### src/rtl/mist_core_pkg.sv
// Shared definitions for the core reset controller: FSM state encoding and default stretch length.
// Latency: n/a (types and constants only).
// Backpressure: n/a.
package mist_core_pkg;

  // Reset-controller FSM states (2-bit encoding)
  typedef enum logic [1:0] {
    S_WAIT    = 2'd0,  // waiting for all required images
    S_DL      = 2'd1,  // loader owns the bus, image in flight
    S_STRETCH = 2'd2,  // images ready, holding reset for the stretch window
    S_RUN     = 2'd3   // core released
  } rst_state_t;

  // Default number of cycles core_reset is held after a release condition
  localparam int unsigned STRETCH_DEF = 16;

endpackage

### src/rtl/core_reset_ctrl.sv
// Core reset sequencer: tracks ioctl image downloads and releases core_reset once required images are loaded.
// Latency: core_reset is registered; it drops STRETCH cycles after the cycle that enters the stretch window.
// Backpressure: none; all inputs are level signals sampled every clk_sys cycle, nothing is ever stalled.
module core_reset_ctrl
  import mist_core_pkg::*;
#(
  parameter int unsigned        NUM_IDX  = 4,
  parameter logic [NUM_IDX-1:0] REQ_MASK = NUM_IDX'(1),
  parameter int unsigned        STRETCH  = STRETCH_DEF
) (
  input  logic               clk_sys,
  input  logic               reset,
  input  logic               ioctl_downl,
  input  logic [7:0]         ioctl_index,
  input  logic               soft_rst,
  output logic               core_reset,
  output logic [NUM_IDX-1:0] loaded,
  output logic               rom_ready,
  output logic               dl_active,
  output logic               dl_index_err
);

  localparam int unsigned      CNT_W    = $clog2(STRETCH + 1);
  localparam logic [CNT_W-1:0] CNT_LOAD = CNT_W'(STRETCH - 1);

  rst_state_t         state;
  rst_state_t         next_state;
  logic [CNT_W-1:0]   cnt;
  logic               cnt_load;
  logic               cnt_dec;
  logic               core_reset_nxt;

  logic               dl_armed;   // ioctl_downl seen low outside an aborted download
  logic [7:0]         cur_idx;
  logic               rise;
  logic               fall;
  logic               cur_ok;
  logic [NUM_IDX-1:0] loaded_nxt;
  logic               rom_ready_nxt;

  // A download only counts when its start was observed; one that was live across reset is ignored.
  assign rise   = ioctl_downl & ~dl_active & dl_armed;
  assign fall   = ~ioctl_downl & dl_active & dl_armed;
  assign cur_ok = (cur_idx < 8'(NUM_IDX));

  // Per-index loaded flags after this cycle: a starting image is invalidated, a finished one is marked.
  always_comb begin
    loaded_nxt = loaded;
    for (int i = 0; i < NUM_IDX; i++) begin
      if (rise && (ioctl_index == 8'(i))) loaded_nxt[i] = 1'b0;
      if (fall && (cur_idx == 8'(i)))     loaded_nxt[i] = 1'b1;
    end
  end

  assign rom_ready     = &(loaded | ~REQ_MASK);
  assign rom_ready_nxt = &(loaded_nxt | ~REQ_MASK);

  // Download tracking: edge-detect register, current index, loaded flags and bad-index pulse.
  always_ff @(posedge clk_sys) begin
    if (reset) begin
      dl_active    <= 1'b0;
      dl_armed     <= ~ioctl_downl;
      cur_idx      <= '0;
      loaded       <= '0;
      dl_index_err <= 1'b0;
    end else begin
      dl_active    <= ioctl_downl;
      if (!ioctl_downl) dl_armed <= 1'b1;
      if (rise) cur_idx <= ioctl_index;
      loaded       <= loaded_nxt;
      dl_index_err <= fall & ~cur_ok;
    end
  end

  // FSM state register.
  always_ff @(posedge clk_sys) begin
    if (reset) state <= S_WAIT;
    else       state <= next_state;
  end

  // Next-state logic: a new download start overrides everything else.
  always_comb begin
    next_state = state;
    if (rise) begin
      next_state = S_DL;
    end else begin
      case (state)
        S_WAIT:    if (rom_ready && !ioctl_downl) next_state = S_STRETCH;
        S_DL:      if (fall) next_state = rom_ready_nxt ? S_STRETCH : S_WAIT;
        S_STRETCH: if ((cnt == '0) && !soft_rst) next_state = S_RUN;
        S_RUN:     if (soft_rst) next_state = S_STRETCH;
        default:   next_state = S_WAIT;
      endcase
    end
  end

  // FSM outputs: registered reset request and stretch-counter controls.
  always_comb begin
    core_reset_nxt = (next_state != S_RUN);
    cnt_load       = (next_state == S_STRETCH) && ((state != S_STRETCH) || soft_rst);
    cnt_dec        = (state == S_STRETCH) && (next_state == S_STRETCH) && (cnt != '0);
  end

  // Stretch counter and core_reset register; a held soft_rst keeps restarting the window.
  always_ff @(posedge clk_sys) begin
    if (reset) begin
      cnt        <= '0;
      core_reset <= 1'b1;
    end else begin
      core_reset <= core_reset_nxt;
      if (cnt_load)     cnt <= CNT_LOAD;
      else if (cnt_dec) cnt <= cnt - 1'b1;
    end
  end

endmodule

### config.mk
export PLATFORM = sky130hd
export DESIGN_NAME = core_reset_ctrl
export DESIGN_NICKNAME = d
export VERILOG_FILES = /design/src/rtl/mist_core_pkg.sv /design/src/rtl/core_reset_ctrl.sv
export SDC_FILE = /design/constraint.sdc
export NUM_CORES = 1
export LEC_CHECK = 0
export ABC_AREA = 0
export BUFFER_PORTS_ARGS = -buffer_cell sky130_fd_sc_hd__buf_2
export CAP_MARGIN = 20
export CORE_MARGIN = 2
export CORE_UTILIZATION = 30
export CTS_BUF_LIST = sky130_fd_sc_hd__clkbuf_4 sky130_fd_sc_hd__clkbuf_8 sky130_fd_sc_hd__clkbuf_16
export DETAILED_ROUTE_END_ITERATION = 7
export PLACE_DENSITY = 0.58
export SYNTH_ARGS = -nofsm -noshare
export SYNTH_HDL_FRONTEND = slang
export SYNTH_SLANG_ARGS = --single-unit
### constraint.sdc
create_clock -name clk_sys -period 3.4 [get_ports clk_sys]
set_clock_uncertainty 0.2 [all_clocks]
set_input_delay 0.34 -clock clk_sys [delete_from_list [all_inputs] [get_ports clk_sys]]
set_output_delay 0.34 -clock clk_sys [all_outputs]
set_load 0.05 [all_outputs]
Word level (Yosys, flattened, before mapping)
Index checks and enable logic that the tools add are counted.
{"block": "word_totals", "out_inout_bits": 8, "input_bits": 12, "ram_bits": 0, "latchBits": 0, "romBits": 0, "mem_count": 0, "register_bits": 23}
{"block": "classes", "n_mux": 19, "n_shift": 0, "eq_ne": 13, "n_div": 0, "order_cmp": 1, "n_reduce_logical": 26, "add_sub_neg": 1, "bitwise": 8, "multipliers": 0}
{"op": "$eq 8x2->1 const B", "n": 4}
{"op": "$eq 8x1->1 const B", "n": 2}
{"op": "$logic_not 8->1", "n": 2}
{"op": "$logic_and 1x1->1", "n": 13}
{"op": "$mux 2", "n": 6}
{"op": "$mux 1", "n": 10}
{"op": "$lt 8x3->1 const B", "n": 1}
{"op": "$mux 4", "n": 2}
{"op": "$pmux 2 s4", "n": 1}
{"op": "$reduce_bool 2->1", "n": 4}
{"op": "$eq 2x2->1 const B", "n": 3}
{"op": "$ne 2x2->1 const B", "n": 3}
{"op": "$and 1x1->1", "n": 5}
{"op": "$logic_not 5->1", "n": 1}
{"op": "$reduce_bool 5->1", "n": 1}
{"op": "$sub 5x1->5 const B", "n": 1}
{"op": "$not 1->1", "n": 3}
{"op": "$eq 2x1->1 const B", "n": 1}
{"op": "$logic_not 1->1", "n": 2}
{"op": "$logic_not 2->1", "n": 1}
{"op": "$reduce_or 2->1", "n": 1}
{"op": "$logic_or 1x1->1", "n": 1}

Longest topological paths before layout
{"block": "logic_depth", "ltp_word": 15, "ltp_mapped": 6, "mapped_depth_nobuf": 6}

Least setup slack after synthesis
No wires, ideal clock.
{"block": "synth_timing", "path_kind": "register -> register", "from": "register dl_active", "to": "register cnt[4]", "period_less_slack_ns": 1.975, "n_path_buf": 0, "path_slack_ns": 1.425, "path_stages_with_launch": 5, "arrival_time_ns": 1.654, "path_cell_list": "dfxtp_1 nand3b_1 o41ai_2 nor2_1 o311a_1"}
{"block": "synth_via", "elab_chain_cells": 13, "word_cells_on_any_way": 18}
{"element": "start: declaration", "line_no": "core_reset_ctrl.sv:19", "rtl": "output logic dl_active,"}
{"element": "start signal: assignment", "line_no": "core_reset_ctrl.sv:67", "rtl": "dl_active <= ioctl_downl;"}
{"element": "$not 1->1", "line_no": "core_reset_ctrl.sv:42", "rtl": "assign rise = ioctl_downl & ~dl_active & dl_armed;"}
{"element": "$and 1x1->1 (2 in a row)", "line_no": "core_reset_ctrl.sv:42"}
{"element": "$logic_and 1x1->1", "line_no": "core_reset_ctrl.sv:50", "rtl": "if (rise && (ioctl_index == 8'(i))) loaded_nxt[i] = 1'b0;"}
{"element": "$mux 1", "line_no": "core_reset_ctrl.sv:50"}
{"element": "$mux 1", "line_no": "core_reset_ctrl.sv:51", "rtl": "if (fall && (cur_idx == 8'(i))) loaded_nxt[i] = 1'b1;"}
{"element": "$mux 2 (2 in a row)", "line_no": "core_reset_ctrl.sv:89", "rtl": "S_DL: if (fall) next_state = rom_ready_nxt ? S_STRETCH : S_WAIT;"}
{"element": "$pmux 2 s4", "line_no": "core_reset_ctrl.sv:87", "rtl": "case (state)"}
{"element": "$mux 2 (*)", "line_no": "core_reset_ctrl.sv:84", "rtl": "if (rise) begin"}
{"element": "$eq 2x2->1 (*)", "line_no": "core_reset_ctrl.sv:100, core_reset_ctrl.sv:101"}
{"element": "$logic_and 1x1->1, on equally long branches", "line_no": "core_reset_ctrl.sv:100, core_reset_ctrl.sv:101"}
{"element": "$reduce_or 2->1 (no line) / $logic_and 1x1->1 (equally long branches)"}
{"element": "end signal: assignment", "line_no": "core_reset_ctrl.sv:112", "rtl": "else if (cnt_dec) cnt <= cnt - 1'b1;"}
{"element": "end: declaration", "line_no": "core_reset_ctrl.sv:28", "rtl": "logic [CNT_W-1:0] cnt;"}
Every way passes the cells marked *; elsewhere a longest branch is shown, timed or not.
A chain may end at the register's enable or synchronous reset.

Final worst setup path
{"block": "layout_timing", "from": "register dl_active", "to": "register cnt[2]"}
{"block": "layout_via", "elab_chain_cells": 14, "word_cells_on_any_way": 19}
{"element": "$not 1->1", "line_no": "core_reset_ctrl.sv:42"}
{"element": "$and 1x1->1 (2 in a row)", "line_no": "core_reset_ctrl.sv:42"}
{"element": "$logic_and 1x1->1", "line_no": "core_reset_ctrl.sv:50"}
{"element": "$mux 1", "line_no": "core_reset_ctrl.sv:50"}
{"element": "$mux 1", "line_no": "core_reset_ctrl.sv:51"}
{"element": "$mux 2 (2 in a row)", "line_no": "core_reset_ctrl.sv:89"}
{"element": "$pmux 2 s4", "line_no": "core_reset_ctrl.sv:87"}
{"element": "$mux 2 (*)", "line_no": "core_reset_ctrl.sv:84"}
{"element": "$eq 2x2->1 (*)", "line_no": "core_reset_ctrl.sv:100, core_reset_ctrl.sv:101"}
{"element": "$logic_and 1x1->1 (2 in a row)", "line_no": "core_reset_ctrl.sv:101", "rtl": "cnt_dec = (state == S_STRETCH) && (next_state == S_STRETCH) && (cnt != '0);"}
{"element": "$reduce_bool 2->1 (no line)"}
Marked as above.

==> results.toml <==
[status]
outcome = "complete, no violations"

[sta]
holdWs_ns = 0.0649
setup_viol = 0
tightestPinTransition_ns = 0.843
fmax_mhz = 469
fin_crit_ns = 2.13
period_share_pct = 62.8
relSlewSlack_pct = 43.0
setup_ws_ns = 1.27
slew_violations = 0
finalSetupTns_ns = 0
rsz0062_at_grt = "false"
hold_viol = 0

[power_and_ir_drop]
swShare_pct = 28.7
powerDensity_nw_per_um2 = 412
p_leak_nw = 0.475
comb_power_share_pct = 16.8
fin_total_pwr_mw = 0.505
p_switching_mw = 0.145
seqPwrFrac_pct = 58.3
vdd_drop_max_v = 0.000138
p_int_mw = 0.360
power_frac_clock_pct = 24.9

[synth]
syn_inst = 127
ys_ff_latch = 23
synth_cell_types = 38
synth_edf_count = 1
syn_area_per_cell_um2 = 8.45
yosys_warnings = 0
synth_fp_nets = 141
ys.flop_type = "dfxtp_1"
ys_async_sr_fraction_pct = 0
synthesis.area_um2 = 1070
yosysSeqAreaShare_pct = 43.8

[cts]
post_cts_resized = 0
cts_sinks = 23
path_clk_slew_ns = 0.13
cts-htree-levels = 1
clk_latency_ns = 0.31
root_buffer = "clkbuf_4"
postCtsHoldBufs = 0
tritoncts = "yes"
cts_buffers = 3
post_cts_buffers = 0
cts_buffer_depth = 2

[global_routing]
grt_pass1_wl_um = 3970
overflow = 0
grt_max_degree = 20
antenna_found_initial = 0
grt_util_all_layers_pct = 12.2
grt_pass1_vias = 887

[placed_design]
dp_hpwl_um = 1760
preCtsSetupSlack_ns = 1.19
dp_cells = 186
portBuffers = 19
gp_congestion = 0.830

[floorplan]
core_um2 = 3390
initial_core_util_pct = 31.7
rows = 21
io_pins = 20
die_height_um = 63.8
die_x_um = 63.8
dieArea_um2 = 4070

[setup_path]
end_kind = "flop"
worst_path_largest_cell_delay_ns = 0.56
critPathRequiredTime_ns = 3.40
criticalPathCategory = "reg -> reg"
arrival_ns = 2.13
path_max_fanout = 16
path_buf_inv = 0
critPathTopFamily = "compound AO/OA/AOI/OAI gates"
crit_chain = "and3b_1 > a41oi_1 > o2bb2ai_1 > o22ai_1"
crit_path_start_kind = "flop"
critPathSlowestCell = "and3b_1"

[routing]
vias = 939
ant_nets = 0
drc = 0
dr.pass1.iters = 4
wl_per_cell_um = 12.5
routed_wl_um = 2370
drt_iter0_markers = 22
drt-vias-per-instance = 4.94

[cells_and_area]
final_common_cell = "dfxtp_1"
register_area_um2 = 470
antenna_cells = 0
post_route_cells_drive_above_1_share_pct = 19.4
synthToLayoutAreaGrowth_pct = 14.2
final_cell_mix = "22 x dfxtp_1, 21 x nand2_1, 19 x buf_2"
nets = 159
fill_cells = 362
final_cells = 190
multi_input_area_um2 = 549

[flow_run]
maxCapViolations = 0

[worst_hold_path]
hold_path_class = "in -> reg"
sequential cells by signal (all words and copies together), names as in the netlist:
| register | cells |
|---|---|
| cnt | 5 |
| state | 2 |
| dl_armed | 1 |
| core_reset | 1 |
| dl_active | 1 |
| cur_idx | 8 |
| dl_index_err | 1 |
| loaded | 4 |
cells in the mapped netlist, types with 7 or more instances:
master	number	area share, %
a21oi_1	12	5.6
dfxtp_1	22	41
inv_1	7	2.4
nand2_1	21	7.3
nor2_1	9	3.1
final cells by class:
type	instances	share of cell area [%]
multi-input combinational	91	44.8
inverter	7	2.14
sequential	23	38.4
clock buffer	3	1.84
tap	46	4.69
timing repair buffer	19	7.76
clock inverter	1	0.408
power by group through the flow:
| stage | Clock (mW) | Sequential (mW) | Combinational [mW] |
|---|---|---|---|
| 3_5_place_dp | 0 | 0.300 | 0.0849 |
| 2_1_floorplan | 0 | 0.303 | 0.0580 |
| 6_report | 0.126 | 0.295 | 0.0851 |
| 5_1_grt | 0.145 | 0.296 | 0.0950 |
| 3_3_place_gp | 0 | 0.300 | 0.0827 |
| 4_1_cts | 0.131 | 0.294 | 0.0854 |
worst min-delay path: stages:
cell	delay (ns)
buf_2	0.10
nand2_1	0.05
a21oi_1	0.05
final timing paths:
kind | from | to | slack [ns] | cells after the start
worst max-delay path | dl_active$_SDFF_PP0_ | cnt[2]$_SDFFE_PP0P_ | 1.27 | 4
worst min-delay path | ioctl_index[5] | cur_idx[5]$_SDFFE_PP0P_ | 0.06 | 3
worst min register to register | cur_idx[7]$_SDFFE_PP0P_ | cur_idx[7]$_SDFFE_PP0P_ | 0.26 | 2
worst max register to register | dl_active$_SDFF_PP0_ | cnt[2]$_SDFFE_PP0P_ | 1.27 | 4
per-stage QoR:
stage | area [µm²] | util (%)
finish | 1230 | 36.2
floorplan | 1070 | -
CTS | 1230 | 36.2
global placement | 1200 | 35.4
global route | 1230 | 36.2
detailed placement | 1200 | 35.4
kinds of logic (layout without fill, tap and decap cells):
family,Yosys count,in the layout,synth area share [%]
DFF,23,23,43.8
xor gates and xnor gates,4,4,3.26
buffers and inverters,13,30,5.01
and+or+nand+nor,55,55,26.7
AOI/OAI and AO/OA,29,29,18.0
adders and majority gates,2,2,2.33
muxes,1,1,0.932
layer usage:
metal	track usage, %	part of all wire (%)
met5	0	0
met4	4.89	1.3
met3	1.94	4.0
met2	18.8	47
met1	16.8	48
Note: power is estimated with default switching activity, not from simulation.
